--- config.mk ---
export PLATFORM = sky130hd
export DESIGN_NAME = gpc_input_conditioner
export DESIGN_NICKNAME = d
export VERILOG_FILES = /design/src/rtl/gpc_pkg.sv /design/src/rtl/gpc_sync_filter.sv /design/src/rtl/gpc_input_conditioner.sv
export SDC_FILE = /design/constraint.sdc
export NUM_CORES = 1
export LEC_CHECK = 0
export CAP_MARGIN = 20
export CORE_MARGIN = 1.5
export CORE_UTILIZATION = 61
export DETAILED_ROUTE_END_ITERATION = 6
export HOLD_SLACK_MARGIN = 0.12
export PLACE_DENSITY_LB_ADDON = 0.12
export RECOVER_POWER = 100
export SLEW_MARGIN = 0
export SYNTH_ARGS = -nofsm -noshare
export SYNTH_HDL_FRONTEND = slang
export SYNTH_HIERARCHICAL = 1
export SYNTH_SLANG_ARGS = --single-unit
export TNS_END_PERCENT = 100
--- constraint.sdc ---
create_clock -name clk_i -period 6.6 [get_ports clk_i]
set_clock_uncertainty 0.15 [all_clocks]
set_input_delay 0.66 -clock clk_i [delete_from_list [all_inputs] [get_ports clk_i]]
set_output_delay 0.66 -clock clk_i [all_outputs]
set_load 0.05 [all_outputs]
--- src/rtl/gpc_pkg.sv ---
// Shared encodings and constants for the general-purpose counter input conditioner.
package gpc_pkg;

  typedef enum logic [1:0] {
    EDGE_NONE = 2'b00,
    EDGE_RISE = 2'b01,
    EDGE_FALL = 2'b10,
    EDGE_BOTH = 2'b11
  } edge_sel_e;

  localparam logic [7:0] GLITCH_SAT = 8'd255;

  function automatic logic edge_qualifies(input edge_sel_e sel, input logic rise,
                                          input logic fall);
    logic q;
    q = 1'b0;
    case (sel)
      EDGE_NONE: q = 1'b0;
      EDGE_RISE: q = rise;
      EDGE_FALL: q = fall;
      EDGE_BOTH: q = rise | fall;
      default:   q = 1'b0;
    endcase
    return q;
  endfunction

endpackage

--- src/rtl/gpc_sync_filter.sv ---
// Synchroniser chain followed by a run-length debounce filter with a glitch strobe.
module gpc_sync_filter
  import gpc_pkg::*;
#(
  parameter int unsigned SYNC_STAGES = 2,
  parameter int unsigned FILT_W      = 8
) (
  input  logic              clk_i,
  input  logic              rst_i,
  input  logic              raw_i,
  input  logic [FILT_W-1:0] filter_len_i,
  output logic              level_o,
  output logic              glitch_o
);

  logic [SYNC_STAGES-1:0] r_sync;
  logic [FILT_W:0]        r_run;
  logic                   r_level;
  logic                   r_accept;
  logic                   r_pend;

  logic                   w_synced;
  logic [FILT_W:0]        w_thresh;
  logic [FILT_W:0]        w_run_inc;
  logic                   w_ref;
  logic                   w_diff;
  logic [FILT_W:0]        w_run_nxt;
  logic                   w_accept_nxt;
  logic                   w_pend_nxt;
  logic                   w_level_nxt;
  logic                   w_glitch;

  always_ff @(posedge clk_i or posedge rst_i) begin
    if (rst_i) begin
      r_sync <= '0;
    end else begin
      r_sync <= {r_sync[SYNC_STAGES-2:0], raw_i};
    end
  end

  assign w_synced  = r_sync[SYNC_STAGES-1];
  assign w_thresh  = {1'b0, filter_len_i} + {{FILT_W{1'b0}}, 1'b1};
  assign w_run_inc = r_run + {{FILT_W{1'b0}}, 1'b1};
  // While an acceptance is pending, new differences are measured against the incoming level.
  assign w_ref     = r_accept ? r_pend : r_level;
  assign w_diff    = w_synced ^ w_ref;

  always_comb begin
    w_run_nxt    = r_run;
    w_accept_nxt = 1'b0;
    w_pend_nxt   = r_pend;
    w_level_nxt  = w_ref;
    w_glitch     = 1'b0;
    if (w_diff) begin
      if (w_run_inc >= w_thresh) begin
        w_accept_nxt = 1'b1;
        w_pend_nxt   = w_synced;
        w_run_nxt    = '0;
      end else begin
        w_run_nxt = w_run_inc;
      end
    end else begin
      w_glitch  = (r_run != '0);
      w_run_nxt = '0;
    end
  end

  always_ff @(posedge clk_i or posedge rst_i) begin
    if (rst_i) begin
      r_run    <= '0;
      r_level  <= 1'b0;
      r_accept <= 1'b0;
      r_pend   <= 1'b0;
    end else begin
      r_run    <= w_run_nxt;
      r_level  <= w_level_nxt;
      r_accept <= w_accept_nxt;
      r_pend   <= w_pend_nxt;
    end
  end

  assign level_o  = r_level;
  assign glitch_o = w_glitch;

endmodule

--- src/rtl/gpc_input_conditioner.sv ---
// Conditions the count/trigger and capture pins into one-cycle pulses for the counter core.
module gpc_input_conditioner
  import gpc_pkg::*;
#(
  parameter int unsigned SYNC_STAGES = 2,
  parameter int unsigned FILT_W      = 8
) (
  input  logic              clk_i,
  input  logic              rst_i,
  input  logic              enable_i,
  input  logic              raw_input_i,
  input  logic              raw_capture_i,
  input  logic [FILT_W-1:0] filter_len_i,
  input  logic [1:0]        edge_sel_i,
  input  logic [3:0]        prescale_i,
  output logic              count_pulse_o,
  output logic              capture_pulse_o,
  output logic              level_o,
  output logic [7:0]        glitch_cnt_o
);

  logic       w_level;
  logic       w_glitch;
  logic       w_cap_level;
  logic       w_cap_glitch;

  logic       r_level_prev;
  logic       r_cap_prev;
  logic [3:0] r_presc;
  logic       r_count_pulse;
  logic       r_capture_pulse;
  logic [7:0] r_glitch_cnt;

  logic       w_rise;
  logic       w_fall;
  logic       w_qual;
  logic [3:0] w_presc_nxt;
  logic       w_count_pulse_nxt;
  logic       w_capture_pulse_nxt;
  logic [7:0] w_glitch_cnt_nxt;

  gpc_sync_filter #(
    .SYNC_STAGES (SYNC_STAGES),
    .FILT_W      (FILT_W)
  ) u_input_filter (
    .clk_i        (clk_i),
    .rst_i        (rst_i),
    .raw_i        (raw_input_i),
    .filter_len_i (filter_len_i),
    .level_o      (w_level),
    .glitch_o     (w_glitch)
  );

  gpc_sync_filter #(
    .SYNC_STAGES (SYNC_STAGES),
    .FILT_W      (FILT_W)
  ) u_capture_filter (
    .clk_i        (clk_i),
    .rst_i        (rst_i),
    .raw_i        (raw_capture_i),
    .filter_len_i (filter_len_i),
    .level_o      (w_cap_level),
    .glitch_o     (w_cap_glitch)
  );

  assign w_rise = w_level & ~r_level_prev;
  assign w_fall = ~w_level & r_level_prev;
  assign w_qual = edge_qualifies(edge_sel_e'(edge_sel_i), w_rise, w_fall);

  always_comb begin
    w_presc_nxt         = r_presc;
    w_count_pulse_nxt   = 1'b0;
    w_capture_pulse_nxt = enable_i & w_cap_level & ~r_cap_prev;
    w_glitch_cnt_nxt    = r_glitch_cnt;
    if (!enable_i) begin
      w_presc_nxt = 4'd0;
    end else if (w_qual) begin
      // Using >= lets a lowered prescale wrap on the very next edge.
      if (r_presc >= prescale_i) begin
        w_count_pulse_nxt = 1'b1;
        w_presc_nxt       = 4'd0;
      end else begin
        w_presc_nxt = r_presc + 4'd1;
      end
    end
    if (w_glitch && (r_glitch_cnt != GLITCH_SAT)) begin
      w_glitch_cnt_nxt = r_glitch_cnt + 8'd1;
    end
  end

  always_ff @(posedge clk_i or posedge rst_i) begin
    if (rst_i) begin
      r_level_prev    <= 1'b0;
      r_cap_prev      <= 1'b0;
      r_presc         <= 4'd0;
      r_count_pulse   <= 1'b0;
      r_capture_pulse <= 1'b0;
      r_glitch_cnt    <= 8'd0;
    end else begin
      r_level_prev    <= w_level;
      r_cap_prev      <= w_cap_level;
      r_presc         <= w_presc_nxt;
      r_count_pulse   <= w_count_pulse_nxt;
      r_capture_pulse <= w_capture_pulse_nxt;
      r_glitch_cnt    <= w_glitch_cnt_nxt;
    end
  end

  assign count_pulse_o   = r_count_pulse;
  assign capture_pulse_o = r_capture_pulse;
  assign level_o         = w_level;
  assign glitch_cnt_o    = r_glitch_cnt;

  // The capture channel's glitch strobe has no consumer.
  logic w_unused;
  assign w_unused = w_cap_glitch;

endmodule
-- Word level (Yosys, flattened, before mapping)
Index checks and enable logic that the tools add are counted.
- bits in registers: 44
- bits in latches: 0
- memory bits (writable): 0
- ROM bits: 0
- input bits: 19
- output and inout bits: 11
- logic and storage cells: 62
- memories kept: 0
- add/subtract/negate cells: 5
- $mul: 0
- divide/modulo/power cells: 0
- $lt $le $gt $ge: 3
- equality and inequality tests: 5
- shifts and indexed selects: 0
- muxes and demuxes: 18
- bitwise operators: 10
- reductions and logical operators: 5
- operators by type and width (kind ; number):
    9-bit 2-to-1 mux ; 4
    9-bit by 1-bit adder with 9-bit output (second input constant) ; 2
    9-bit >= comparator ; 2
    4-bit 2-to-1 mux ; 3
    1-bit 2-to-1 mux ; 10
    8-bit by 1-bit adder with 9-bit output (second input constant) ; 1
    9-bit nonzero test ; 1
    8-bit by 1-bit adder with 8-bit output (second input constant) ; 1
    8-bit != test (second input constant) ; 1
    4-bit by 1-bit adder with 4-bit output (second input constant) ; 1
    1-bit AND ; 4
    2-bit equality test (second input constant) ; 2
    4-bit >= comparator ; 1
    1-bit one-hot mux with 4 select lines ; 1
    2-bit AND reduction ; 2
    1-bit NOT ; 3
    2-bit by 1-bit equality test with 1-bit output (second input constant) ; 1
    2-bit logical NOT ; 1
    2-bit by 1-bit != test with 1-bit output (second input constant) ; 1
    1-bit XOR ; 2
    1-bit logical AND ; 1
    1-bit bitwise OR ; 1

-- Depth between registers and ports, before layout
- depth in word-level cells: 6
- mapped depth: 10
- gate-level depth less buffers: 10

-- By module
Netlist, hierarchy kept.
- modules (own cells, without submodules) (module ; instances ; cells an instance ; area each (um^2) ; seq. area each (um^2)):
    gpc_sync_filter at u_input_filter ; 1 ; 101 ; 973.4 ; 350.3
    gpc_sync_filter at u_capture_filter ; 1 ; 99 ; 957.2 ; 350.3
    gpc_input_conditioner ; 1 ; 88 ; 907.1 ; 400.4

-- Worst setup path before layout
No wires, ideal clock.
- path type: input -> register
- from: input filter_len_i[1]
- to: register u_input_filter.r_run[2]
- setup time: 0.074 ns
- data arrival time: 2.243 ns
- required time: 6.376 ns
- slack: 4.132 ns
- stages: 10
- buffers on the path: 0
- path through: and3_1 -> nand3_1 -> or2_1 -> xor2_1 -> ha_1 -> nand4_1 -> nor2_1 -> a21oi_1 -> nand3_2 -> nor2b_1
- cells in the longest elaborated chain, start to end: 4
- RTL lines (what ; line ; RTL):
    start: declaration ; gpc_input_conditioner.sv:13 ; input logic [FILT_W-1:0] filter_len_i,
    8-bit by 1-bit adder with 9-bit output ; gpc_sync_filter.sv:42 ; assign w_thresh = {1'b0, filter_len_i} + {{FILT_W{1'b0}}, 1'b1};
    9-bit >= comparator ; gpc_sync_filter.sv:55 ; if (w_run_inc >= w_thresh) begin
    9-bit 2-to-1 mux ; gpc_sync_filter.sv:55 ;
    9-bit 2-to-1 mux ; gpc_sync_filter.sv:54 ; if (w_diff) begin
    named net u_input_filter.w_run_nxt[2] ; gpc_sync_filter.sv:27 ; logic [FILT_W:0] w_run_nxt;
    end signal: assignment ; gpc_sync_filter.sv:75 ; r_run <= w_run_nxt;
    end: declaration ; gpc_sync_filter.sv:17 ; logic [FILT_W:0] r_run;
The timed path passes the listed nets, and every way through them passes these cells.
A chain may end at the register's enable or synchronous reset.

-- Worst setup path in the final report
- from: input filter_len_i[0]
- to: register u_input_filter.r_run[3]
The elaborated chain is that of the path after synthesis.

==> impl_metrics.prom <==
# TYPE chip_impl_metric gauge
chip_impl_info{name="cp_cell_sequence",value="dlygate4sd3_1, ha_1, nand3_1, nor2_1, nand3_1, ha_1, nand4_1, nor2_1, a21oi_1, nand3_1, nor2b_1"} 1
chip_impl_metric{name="critical_path_required",unit="ns"} 6.67
chip_impl_info{name="most_used_cell_along_the_critical_path",value="sky130_fd_sc_hd__nand3_1"} 1
chip_impl_info{name="timing_worst_setup_path_type",value="primary input to flop"} 1
chip_impl_metric{name="power-per-cell-area",unit="mW/mm²"} 287
chip_impl_metric{name="grt_antenna_before_repair",unit=""} 0
chip_impl_metric{name="post-place-cells",unit=""} 365
chip_impl_metric{name="clkSlewWorstSetupHoldPaths",unit="ns"} 0.08
chip_impl_metric{name="worstMarginPinSlew",unit="ns"} 0.613
chip_impl_metric{name="maxSlewViolCount",unit=""} 0
chip_impl_metric{name="area.growth.synth_to_final",unit="%"} 15.6
chip_impl_info{name="regToRegEndpoint",value="u_capture_filter/r_run[5]"} 1
chip_impl_metric{name="fin_area",unit="mm²"} 0.00326
chip_impl_metric{name="dpl.hpwl",unit="mm"} 3.84
chip_impl_metric{name="power_switching_share",unit=""} 0.397
chip_impl_metric{name="synth_area_per_cell",unit="µm²"} 9.89
chip_impl_metric{name="grt_max_degree",unit=""} 17
chip_impl_metric{name="number_of_filler_instances_in_the_final_layout",unit=""} 324
chip_impl_metric{name="post_cts_hold_buffer_count",unit=""} 0
chip_impl_metric{name="cts-root-to-sink-buffers",unit=""} 2
chip_impl_metric{name="max_cap_viol_count",unit=""} 0
chip_impl_metric{name="die_h",unit="µm"} 71.0
chip_impl_metric{name="yosys_warnings",unit=""} 6
chip_impl_info{name="outcome",value="completed"} 1
chip_impl_metric{name="timing.reg2reg.setup_slack",unit="ns"} 3.94
chip_impl_info{name="cp_slowest_cell",value="sky130_fd_sc_hd__dlygate4sd3_1"} 1
chip_impl_info{name="crit-reg2reg-launch",value="u_capture_filter/r_run[0]"} 1
chip_impl_metric{name="reg2reg_depth",unit=""} 10
chip_impl_metric{name="boundaryPins",unit=""} 30
chip_impl_metric{name="intPower",unit="W"} 0.000564
chip_impl_metric{name="routed_wl",unit="mm"} 4.87
chip_impl_metric{name="drt-vias-per-instance",unit=""} 5.54
chip_impl_metric{name="postSynthCellCount",unit=""} 285
chip_impl_metric{name="final_nets",unit=""} 371
chip_impl_metric{name="drive_gt1_frac",unit=""} 0.0779
chip_impl_metric{name="leakage_power_summed_over_all_cells",unit="nW"} 1.56
chip_impl_metric{name="drc_errors",unit=""} 0
chip_impl_info{name="mostFrequentLayoutCell",value="sky130_fd_sc_hd__dfrtp_1"} 1
chip_impl_metric{name="critPathArrivalTime",unit="ns"} 3.32
chip_impl_metric{name="hold-path-cell-count",unit=""} 0
chip_impl_metric{name="die_w",unit="µm"} 71.0
chip_impl_info{name="clock_tree_from_tritoncts",value="done"} 1
chip_impl_metric{name="max_slew_margin",unit=""} 0.591
chip_impl_metric{name="post_cts_resize_count",unit=""} 0
chip_impl_metric{name="tritoncts_buffers",unit=""} 5
chip_impl_metric{name="floorplan.die_area",unit="mm²"} 0.00504
chip_impl_metric{name="seq_power_share",unit=""} 0.395
chip_impl_metric{name="drt-pass1-iter-count",unit=""} 5
chip_impl_metric{name="cts_max_level",unit=""} 2
chip_impl_metric{name="stdcell_count",unit=""} 373
chip_impl_metric{name="first_global_vias",unit=""} 2047
chip_impl_info{name="final_cell_mix",value="sky130_fd_sc_hd__dfrtp_1 (44), sky130_fd_sc_hd__ha_1 (32), sky130_fd_sc_hd__inv_1 (28)"} 1
chip_impl_info{name="critical_path.startpoint_type",value="primary input"} 1
chip_impl_metric{name="dpl-instance-area",unit="mm²"} 0.00317
chip_impl_metric{name="utilization",unit=""} 0.738
chip_impl_metric{name="wl_cell",unit="µm"} 13.0
chip_impl_metric{name="setup_viol",unit=""} 0
chip_impl_metric{name="row_count",unit=""} 24
chip_impl_metric{name="maxClockFrequency",unit="GHz"} 0.307
chip_impl_info{name="min_from",value="u_input_filter/r_sync[0]"} 1
chip_impl_metric{name="post_cts_buffers",unit=""} 0
chip_impl_metric{name="clock_power_share",unit=""} 0.227
chip_impl_metric{name="finalWorstSetupSlack",unit="ns"} 3.35
chip_impl_metric{name="final.min_clock_period",unit="ns"} 3.25
chip_impl_info{name="end_of_the_worst_hold_path",value="u_input_filter/r_sync[1]"} 1
chip_impl_metric{name="effective_utilization_at_floorplan",unit=""} 0.638
chip_impl_info{name="ctsRootBufferMaster",value="sky130_fd_sc_hd__clkbuf_8"} 1
chip_impl_metric{name="timing.critical_path.fanout_max",unit=""} 9
chip_impl_metric{name="drt-initial-drc-count",unit=""} 70
chip_impl_metric{name="fin_crit_sh",unit=""} 0.493
chip_impl_metric{name="grt_pass1_wl",unit="mm"} 8.76
chip_impl_info{name="hp-class",value="flop to flop"} 1
chip_impl_metric{name="grt_remaining_overflow",unit=""} 0
chip_impl_metric{name="comb_power_share",unit=""} 0.377
chip_impl_metric{name="vias",unit=""} 2065
chip_impl_metric{name="clock_sink_count",unit=""} 44
chip_impl_metric{name="clkLatencyLatePin",unit="ns"} 0.31
chip_impl_metric{name="regArea",unit="mm²"} 0.00110
chip_impl_metric{name="buffer_ports.inserted",unit=""} 29
chip_impl_metric{name="peak_supply_drop",unit="mV"} 0.190
chip_impl_metric{name="detailedPlace.worstSlack",unit="ns"} 3.22
chip_impl_metric{name="core_area",unit="mm²"} 0.00441
chip_impl_metric{name="grt_util_all_layers",unit=""} 0.220
chip_impl_metric{name="critical_path.max_stage_delay",unit="ns"} 0.67
chip_impl_info{name="setup.worst_path.start",value="filter_len_i[0]"} 1
chip_impl_metric{name="number_of_endpoints_with_negative_hold_slack_in_the_final_report",unit=""} 0
chip_impl_info{name="rsz0062_at_grt",value="no"} 1
chip_impl_metric{name="totalNegativeSetupSlack",unit="ns"} 0
chip_impl_metric{name="post_synth_instance_area",unit="mm²"} 0.00282
chip_impl_metric{name="net-switching-power",unit="W"} 0.000371
chip_impl_metric{name="insertedDiodeCount",unit=""} 0
chip_impl_metric{name="gpl.final_weighted_congestion",unit=""} 0.804
chip_impl_metric{name="multi_input_area",unit="mm²"} 0.00158
chip_impl_metric{name="post_synth_net_total",unit=""} 336
chip_impl_info{name="crit_path_end_kind",value="flop"} 1
chip_impl_metric{name="antenna_violating_nets_post_route",unit=""} 0
-- worst max-delay path, delay by kind of cell --
kind / cells / cell delay (ns)
AND/OR/NAND/NOR: 7 / 1.21
buffers and inverters: 1 / 0.67
AO/OA/AOI/OAI: 1 / 0.23
adder cells (fa/ha/maj): 2 / 0.55
-- cell type report --
| class | count | area share |
|---|---|---|
| clock buffer | 5 | 0.0211 |
| tap | 52 | 0.0200 |
| multi-input combinational | 212 | 0.485 |
| clock inverter | 3 | 0.0146 |
| timing repair buffer | 29 | 0.0891 |
| inverter | 28 | 0.0323 |
| sequential | 44 | 0.338 |
-- power groups by stage --
stage | logic, W | registers [W] | clock network [W]
3_3_place_gp | 0.000357 | 0.000374 | 0
5_1_grt | 0.000397 | 0.000378 | 0.000228
6_report | 0.000353 | 0.000370 | 0.000213
4_1_cts | 0.000372 | 0.000371 | 0.000216
2_1_floorplan | 0.000194 | 0.000437 | 0
3_5_place_dp | 0.000370 | 0.000377 | 0
-- worst max-delay path by stage --
| stage | end | slack (ns) |
|---|---|---|
| CTS | u_input_filter/r_run[3] | 3.52 |
| floorplan | u_input_filter/r_run[2] | 4.13 |
| finish | u_input_filter/r_run[3] | 3.35 |
| global placement | u_input_filter/r_run[5] | 3.25 |
| detailed placement | u_input_filter/r_run[3] | 3.22 |
| global route | u_input_filter/r_run[1] | 3.06 |
-- layer usage --
layer / routed length (µm) / GRT usage / up-vias
li1: - / - / 1038
met1: 2270 / 0.282 / 976
met2: 2330 / 0.366 / 43
met3: 206 / 0.0556 / 8
met4: 59 / 0.0713 / 0
met5: 0 / 0 / -
-- stage by stage --
step | hold slack (ns) | total power [W]
CTS | 0.205 | 0.000959
finish | 0.206 | 0.000935
global route | 0.223 | 0.00100
detailed placement | 0.187 | 0.000747
global placement | 0.184 | 0.000732
floorplan | 0.181 | 0.000631
-- state kept, by name, indices dropped and copies added, names as in the netlist, 2 cells and up --
| name | count |
|---|---|
| u_capture_filter/r_run | 9 |
| u_input_filter/r_run | 9 |
| glitch_cnt_o | 8 |
| r_presc | 4 |
| u_capture_filter/r_sync | 2 |
| u_input_filter/r_sync | 2 |
(Power assumes the default switching activity.)
